$ cat src/rtl/fpu_sub_pkg.sv
// Shared types and constants for the FP32 subtract datapath and its rounder.
package fpu_sub_pkg;

    typedef enum logic [2:0] {IDLE, ALIGN, ADDSUB, NORM, DONE} state_t;

    localparam logic [7:0]  EXP_MAX        = 8'hFF;
    localparam int          SIG_W          = 26;
    localparam logic [24:0] CANON_NAN_FRAC = 25'h1000000;

    // Rounding-mode encodings consumed by the downstream rounder.
    localparam logic [2:0] RNE = 3'b000;
    localparam logic [2:0] RZE = 3'b001;
    localparam logic [2:0] RDN = 3'b010;
    localparam logic [2:0] RUP = 3'b011;
    localparam logic [2:0] RMM = 3'b100;

endpackage

$ cat src/rtl/fp_lzc26.sv
// Combinational leading-zero count of a 26-bit value; returns 26 for zero.
module fp_lzc26 (
    input  logic [25:0] val_i,
    output logic [4:0]  cnt_o
);

    always_comb begin
        cnt_o = 5'd26;
        // Ascending scan, so the highest set bit writes last and wins.
        for (int i = 0; i < 26; i++) begin
            if (val_i[i]) cnt_o = 5'(25 - i);
        end
    end

endmodule

$ cat src/rtl/fp_sub_align_norm.sv
// FP32 fp1 - fp2: unpack, magnitude swap, align, add/sub, normalise; unrounded output.
// Define FP_SUB_STICKY_EN to OR bits lost during alignment/overflow shifts into bit0.
module fp_sub_align_norm
    import fpu_sub_pkg::*;
#(
    parameter int GUARD_W = 2
) (
    input  logic        clk,
    input  logic        rst,
    input  logic        in_valid,
    output logic        in_ready,
    input  logic [31:0] fp1,
    input  logic [31:0] fp2,
    output logic        out_valid,
    input  logic        out_ready,
    output logic        sign,
    output logic [7:0]  exp_out,
    output logic [24:0] fraction,
    output logic        carry_out,
    output logic        special
);

    state_t state_q, state_d;

    logic             sa_q, sb_q, spec_q, nan_q, spec_sign_q;
    logic [7:0]       ea_q, eb_q;
    logic [SIG_W-1:0] siga_q, sigb_q;
    logic [SIG_W-1:0] big_q, small_q;
    logic [7:0]       exp_q;
    logic             sgn_q, sub_q, carry_q;
    logic [SIG_W:0]   sum_q;
    logic             res_sign_q, res_carry_q, res_special_q;
    logic [7:0]       res_exp_q;
    logic [24:0]      res_frac_q;

    // Unpack: b carries the inverted sign so the core only ever adds.
    logic             a_zero, b_zero, a_nan, b_nan, a_inf, b_inf;
    logic [SIG_W-1:0] siga_d, sigb_d;
    always_comb begin
        a_zero = (fp1[30:23] == 8'd0);
        b_zero = (fp2[30:23] == 8'd0);
        a_nan  = (fp1[30:23] == EXP_MAX) && (fp1[22:0] != 23'd0);
        b_nan  = (fp2[30:23] == EXP_MAX) && (fp2[22:0] != 23'd0);
        a_inf  = (fp1[30:23] == EXP_MAX) && (fp1[22:0] == 23'd0);
        b_inf  = (fp2[30:23] == EXP_MAX) && (fp2[22:0] == 23'd0);
        siga_d = a_zero ? '0 : {1'b1, fp1[22:0], {GUARD_W{1'b0}}};
        sigb_d = b_zero ? '0 : {1'b1, fp2[22:0], {GUARD_W{1'b0}}};
    end

    logic             swap;
    logic [7:0]       shamt;
    logic [SIG_W-1:0] sig_sm, small_d;
    always_comb begin
        swap    = {eb_q, sigb_q} > {ea_q, siga_q};
        sig_sm  = swap ? siga_q : sigb_q;
        shamt   = swap ? (eb_q - ea_q) : (ea_q - eb_q);
        small_d = sig_sm >> shamt;
`ifdef FP_SUB_STICKY_EN
        small_d[0] = small_d[0] | (|(sig_sm & ~({SIG_W{1'b1}} << shamt)));
`endif
    end

    logic [4:0]  lz;
    logic        res_sign_d, res_special_d;
    logic [7:0]  res_exp_d;
    logic [24:0] res_frac_d;

    fp_lzc26 u_lzc (
        .val_i (sum_q[SIG_W-1:0]),
        .cnt_o (lz)
    );

    always_comb begin
        res_sign_d    = sgn_q;
        res_exp_d     = 8'd0;
        res_frac_d    = 25'd0;
        res_special_d = 1'b0;
        if (spec_q) begin
            res_special_d = 1'b1;
            res_exp_d     = EXP_MAX;
            res_sign_d    = nan_q ? 1'b0 : spec_sign_q;
            res_frac_d    = nan_q ? CANON_NAN_FRAC : 25'd0;
        end else if (sum_q[SIG_W]) begin
            if (exp_q == EXP_MAX - 8'd1) begin
                res_exp_d = EXP_MAX;
            end else begin
                res_exp_d  = exp_q + 8'd1;
                res_frac_d = sum_q[25:1];
`ifdef FP_SUB_STICKY_EN
                res_frac_d[0] = sum_q[1] | sum_q[0];
`endif
            end
        end else if (sum_q[SIG_W-1:0] == '0) begin
            res_sign_d = 1'b0;
        end else if ({3'b0, lz} < exp_q) begin
            res_exp_d  = exp_q - {3'b0, lz};
            res_frac_d = sum_q[24:0] << lz;
        end
    end

    always_comb begin
        state_d = state_q;
        case (state_q)
            IDLE:    if (in_valid) state_d = ALIGN;
            ALIGN:   state_d = ADDSUB;
            ADDSUB:  state_d = NORM;
            NORM:    state_d = DONE;
            DONE:    if (out_ready) state_d = IDLE;
            default: state_d = IDLE;
        endcase
    end

    always_ff @(posedge clk or posedge rst) begin
        if (rst) begin
            state_q <= IDLE;
            {sa_q, sb_q, spec_q, nan_q, spec_sign_q} <= '0;
            {ea_q, eb_q, siga_q, sigb_q}             <= '0;
            {big_q, small_q, exp_q}                  <= '0;
            {sgn_q, sub_q, carry_q, sum_q}           <= '0;
            {res_sign_q, res_carry_q, res_special_q} <= '0;
            {res_exp_q, res_frac_q}                  <= '0;
        end else begin
            state_q <= state_d;
            case (state_q)
                IDLE: if (in_valid) begin
                    sa_q        <= fp1[31];
                    sb_q        <= ~fp2[31];
                    ea_q        <= fp1[30:23];
                    eb_q        <= fp2[30:23];
                    siga_q      <= siga_d;
                    sigb_q      <= sigb_d;
                    spec_q      <= a_nan | b_nan | a_inf | b_inf;
                    nan_q       <= a_nan | b_nan | (a_inf & b_inf & (fp1[31] == fp2[31]));
                    spec_sign_q <= a_inf ? fp1[31] : ~fp2[31];
                end
                ALIGN: begin
                    big_q   <= swap ? sigb_q : siga_q;
                    small_q <= small_d;
                    exp_q   <= swap ? eb_q : ea_q;
                    sgn_q   <= swap ? sb_q : sa_q;
                    sub_q   <= sa_q ^ sb_q;
                    carry_q <= ~swap;
                end
                ADDSUB: sum_q <= sub_q ? ({1'b0, big_q} - {1'b0, small_q})
                                       : ({1'b0, big_q} + {1'b0, small_q});
                NORM: begin
                    res_sign_q    <= res_sign_d;
                    res_exp_q     <= res_exp_d;
                    res_frac_q    <= res_frac_d;
                    res_special_q <= res_special_d;
                    res_carry_q   <= carry_q;
                end
                default: ;
            endcase
        end
    end

    assign in_ready  = (state_q == IDLE);
    assign out_valid = (state_q == DONE);
    assign sign      = res_sign_q;
    assign exp_out   = res_exp_q;
    assign fraction  = res_frac_q;
    assign carry_out = res_carry_q;
    assign special   = res_special_q;

endmodule

$ cat config.mk
export PLATFORM = sky130hd
export DESIGN_NAME = fp_sub_align_norm
export DESIGN_NICKNAME = d
export VERILOG_FILES = /design/src/rtl/fpu_sub_pkg.sv /design/src/rtl/fp_lzc26.sv /design/src/rtl/fp_sub_align_norm.sv
export SDC_FILE = /design/constraint.sdc
export NUM_CORES = 1
export LEC_CHECK = 0
export BUFFER_PORTS_ARGS = -buffer_cell sky130_fd_sc_hd__buf_2
export CELL_PAD_IN_SITES_DETAIL_PLACEMENT = 0
export CELL_PAD_IN_SITES_GLOBAL_PLACEMENT = 2
export CORE_ASPECT_RATIO = 1.25
export CORE_MARGIN = 8
export CORE_UTILIZATION = 41
export DETAILED_ROUTE_END_ITERATION = 10
export HOLD_SLACK_MARGIN = 0.03
export PLACE_DENSITY = 0.9
export SLEW_MARGIN = 10
export SYNTH_ARGS = -nofsm -noshare
export SYNTH_HDL_FRONTEND = slang
export SYNTH_HIERARCHICAL = 1
export SYNTH_SLANG_ARGS = --single-unit
export TNS_END_PERCENT = 10
$ cat constraint.sdc
create_clock -name clk -period 11.4 [get_ports clk]
set_clock_uncertainty 0.1 [all_clocks]
set_input_delay 1.71 -clock clk [delete_from_list [all_inputs] [get_ports clk]]
set_output_delay 1.71 -clock clk [all_outputs]
set_load 0.01 [all_outputs]
==> results.cfg <==
[timing]
relSlewSlack = 0.236
post-route-min-period_ns = 5.70
tightest_slew_ns = 1.12
slew_viol_final = 0
post-route-period-util = 0.500
fmax_mhz = 175
finalHoldViolCount = 0
fin_setup_tns_ns = 0
rsz0062_at_grt = false
setup_viol = 0

[clocking]
cts_buffers = 17
cts_tree = built
htreeDepth = 4
cts_resized = 0
postCtsHoldBufs = 0
cts-root-buf = clkbuf_16
cts_num_sinks = 196
post_cts_buffers = 0
clkLatencyLatePin_ns = 0.46
cts.clk_slew.worst_paths_ns = 0.08
cts.path.max_buffers = 2

[drt]
firstDrtPassIters = 5
drtIter0Drc = 981
finalWirelength_um = 41400
routed_via_density = 5.86
vias = 12000
drc = 0
ant_nets = 0
wl_per_cell_um = 20.2

[layout]
fillers = 3313
nets = 1761
drive_above_1_share = 0.150
final_common_cell = dfrtp_1
antenna_cells = 0
area_delta_synth_final_pct = 10.2
layout_common_cells = 196 x dfrtp_1, 191 x nand2_1, 133 x o21ai_0, 126 x nor2_1, 108 x a21oi_1

[floorplan]
initial_core_util = 0.416
dieArea_um2 = 40300
die_h_um = 223
io_pins = 106
die_w_um = 181
rows = 75
core_region_area_um2 = 33600

[synthesis]
synth-seq-area-share = 0.351
synth_async_sr_flop_share = 1.00
ys_ff_latch = 196
synth_edf_count = 0
avgSynthCellArea_um2 = 8.91
synthDominantCellAreaShare = 0.351
yosysUniqueCellTypes = 75
synth_flop_cell = dfrtp_1
netlist_area_um2 = 14000
yosysWarnings = 6
yosysTopAreaCell = dfrtp_1
synthCells = 1570
synthTopCellsByArea = dfrtp_1 35%, ha_1 6.4%, nand2_1 5.2%
syn_nets = 1712

[min_path]
hp-class = flip-flop to flip-flop
worstHoldPathCells = 2

[worst_setup_path]
critical_path_class = flip-flop to flip-flop
r2r_cells = 12
path_max_fanout = 70
cp_data_required_time_ns = 11.58
worst_ep_arrival_time_ns = 5.88
end_kind = flip-flop
setup.worst_path.start_class = flip-flop

[global_route]
grt_pass1_vias = 12000
grt_max_degree = 140
track_usage = 0.205
overflow = 0
grt_pass1_wl_um = 66400
antenna_found_initial = 0

[place]
place.port_buffers = 105
hpwlAfterDp_um = 31900
routabilityCongestion = 0.959

[run]
drv_cap = 0

[status]
run_status = completed
[cell usage after synthesis (all sizes together) (5+ instances only)]
cell / n
dfrtp: 196
ha: 71
a211o: 7
nand2: 192
xnor2: 49
o22ai: 12
o21ai: 135
inv: 83
nand3: 19
xor2: 20
mux2: 27
and2: 6
clkbuf: 72
mux4: 31
nand4: 12
a21oi: 113
or2: 5
a21boi: 6
a221oi: 11
a31oi: 10
o21a: 9
a211oi: 9
nor2b: 5
o211ai: 10
a21o: 22
o31ai: 9
mux2i: 58
buf: 21
a22oi: 46
nor4: 37
a22o: 55
nor3: 30
nor2: 126
[per-layer routing]
layer | wire length (um) | track usage | vias up
met4 | 1720 | 0.0980 | 0
li1 | - | - | 5863
met1 | 17600 | 0.247 | 5814
met2 | 20800 | 0.357 | 285
met3 | 1270 | 0.0273 | 78
met5 | 0 | 0 | -
[state kept, by name, indices dropped and copies added, names as in the netlist]
name         flops
carry_q          1
exp_q            8
sum_q           27
sa_q             1
spec_sign_q      1
nan_q            1
ea_q             8
sign             1
sub_q            1
sigb_q          24
fraction        25
sb_q             1
exp_out          8
small_q         26
big_q           24
spec_q           1
special          1
sgn_q            1
state_q          3
carry_out        1
siga_q          24
eb_q             8
[worst paths after layout]
check / startpoint / end / slack [ns]
max: ea_q[0]$_DFFE_PP0P_ / small_q[0]$_DFFE_PP0P_ / 5.70
max in group asynchronous: rst / sum_q[7]$_DFFE_PP0N_ / 8.56
max reg2reg: ea_q[0]$_DFFE_PP0P_ / small_q[0]$_DFFE_PP0P_ / 5.70
min reg2reg: fraction[14]$_DFFE_PP0P_ / fraction[14]$_DFFE_PP0P_ / 0.37
min in group asynchronous: rst / eb_q[1]$_DFFE_PP0P_ / 1.35
min: fraction[14]$_DFFE_PP0P_ / fraction[14]$_DFFE_PP0P_ / 0.37
[stage by stage]
step / util / std cells / area (um2) / hold slack (ns) / setup WS (ns)
after global routing: 0.459 / 2055 / 15400 / 0.403 / 5.25
after CTS: 0.459 / 2055 / 15400 / 0.383 / 5.70
after global placement: 0.441 / 2023 / 14800 / 0.357 / 5.80
after detailed placement: 0.441 / 2023 / 14800 / 0.365 / 5.73
final: 0.459 / 2055 / 15400 / 0.374 / 5.70
after floorplan: - / 1570 / 14000 / 0.346 / 4.25
[kinds of logic after synthesis]
family,share of synthesized area
compound gates,0.225
xor+xnor,0.0462
fa+ha+maj,0.0678
buf+inv,0.0512
flops,0.351
mux,0.115
simple gates,0.144
[area by class of cell]
class | instances | area (um2) | share of cell area
clock buffers | 17 | 425 | 0.0276
inverters | 83 | 319 | 0.0207
repair buffers | 123 | 661 | 0.0429
clock inverters | 15 | 165 | 0.0107
flip-flops and latches | 196 | 4900 | 0.318
well taps | 423 | 529 | 0.0343
multi-input cells | 1198 | 8410 | 0.546
[critical path: stages (launching register included)]
cell	delay, ns
dfrtp_1	0.37
inv_1	0.06
ha_1	1.04
nand4_2	0.18
nor4_1	0.41
o211ai_1	0.20
o21ai_4	0.76
buf_4	0.79
mux4_2	0.62
a22oi_1	0.30
mux2i_1	0.15
a2111oi_2	0.39
o32ai_1	0.12
Power is left out: the tool's default activity adds up to more than one toggle a clock period on the data nets, which glitch-free logic cannot reach.
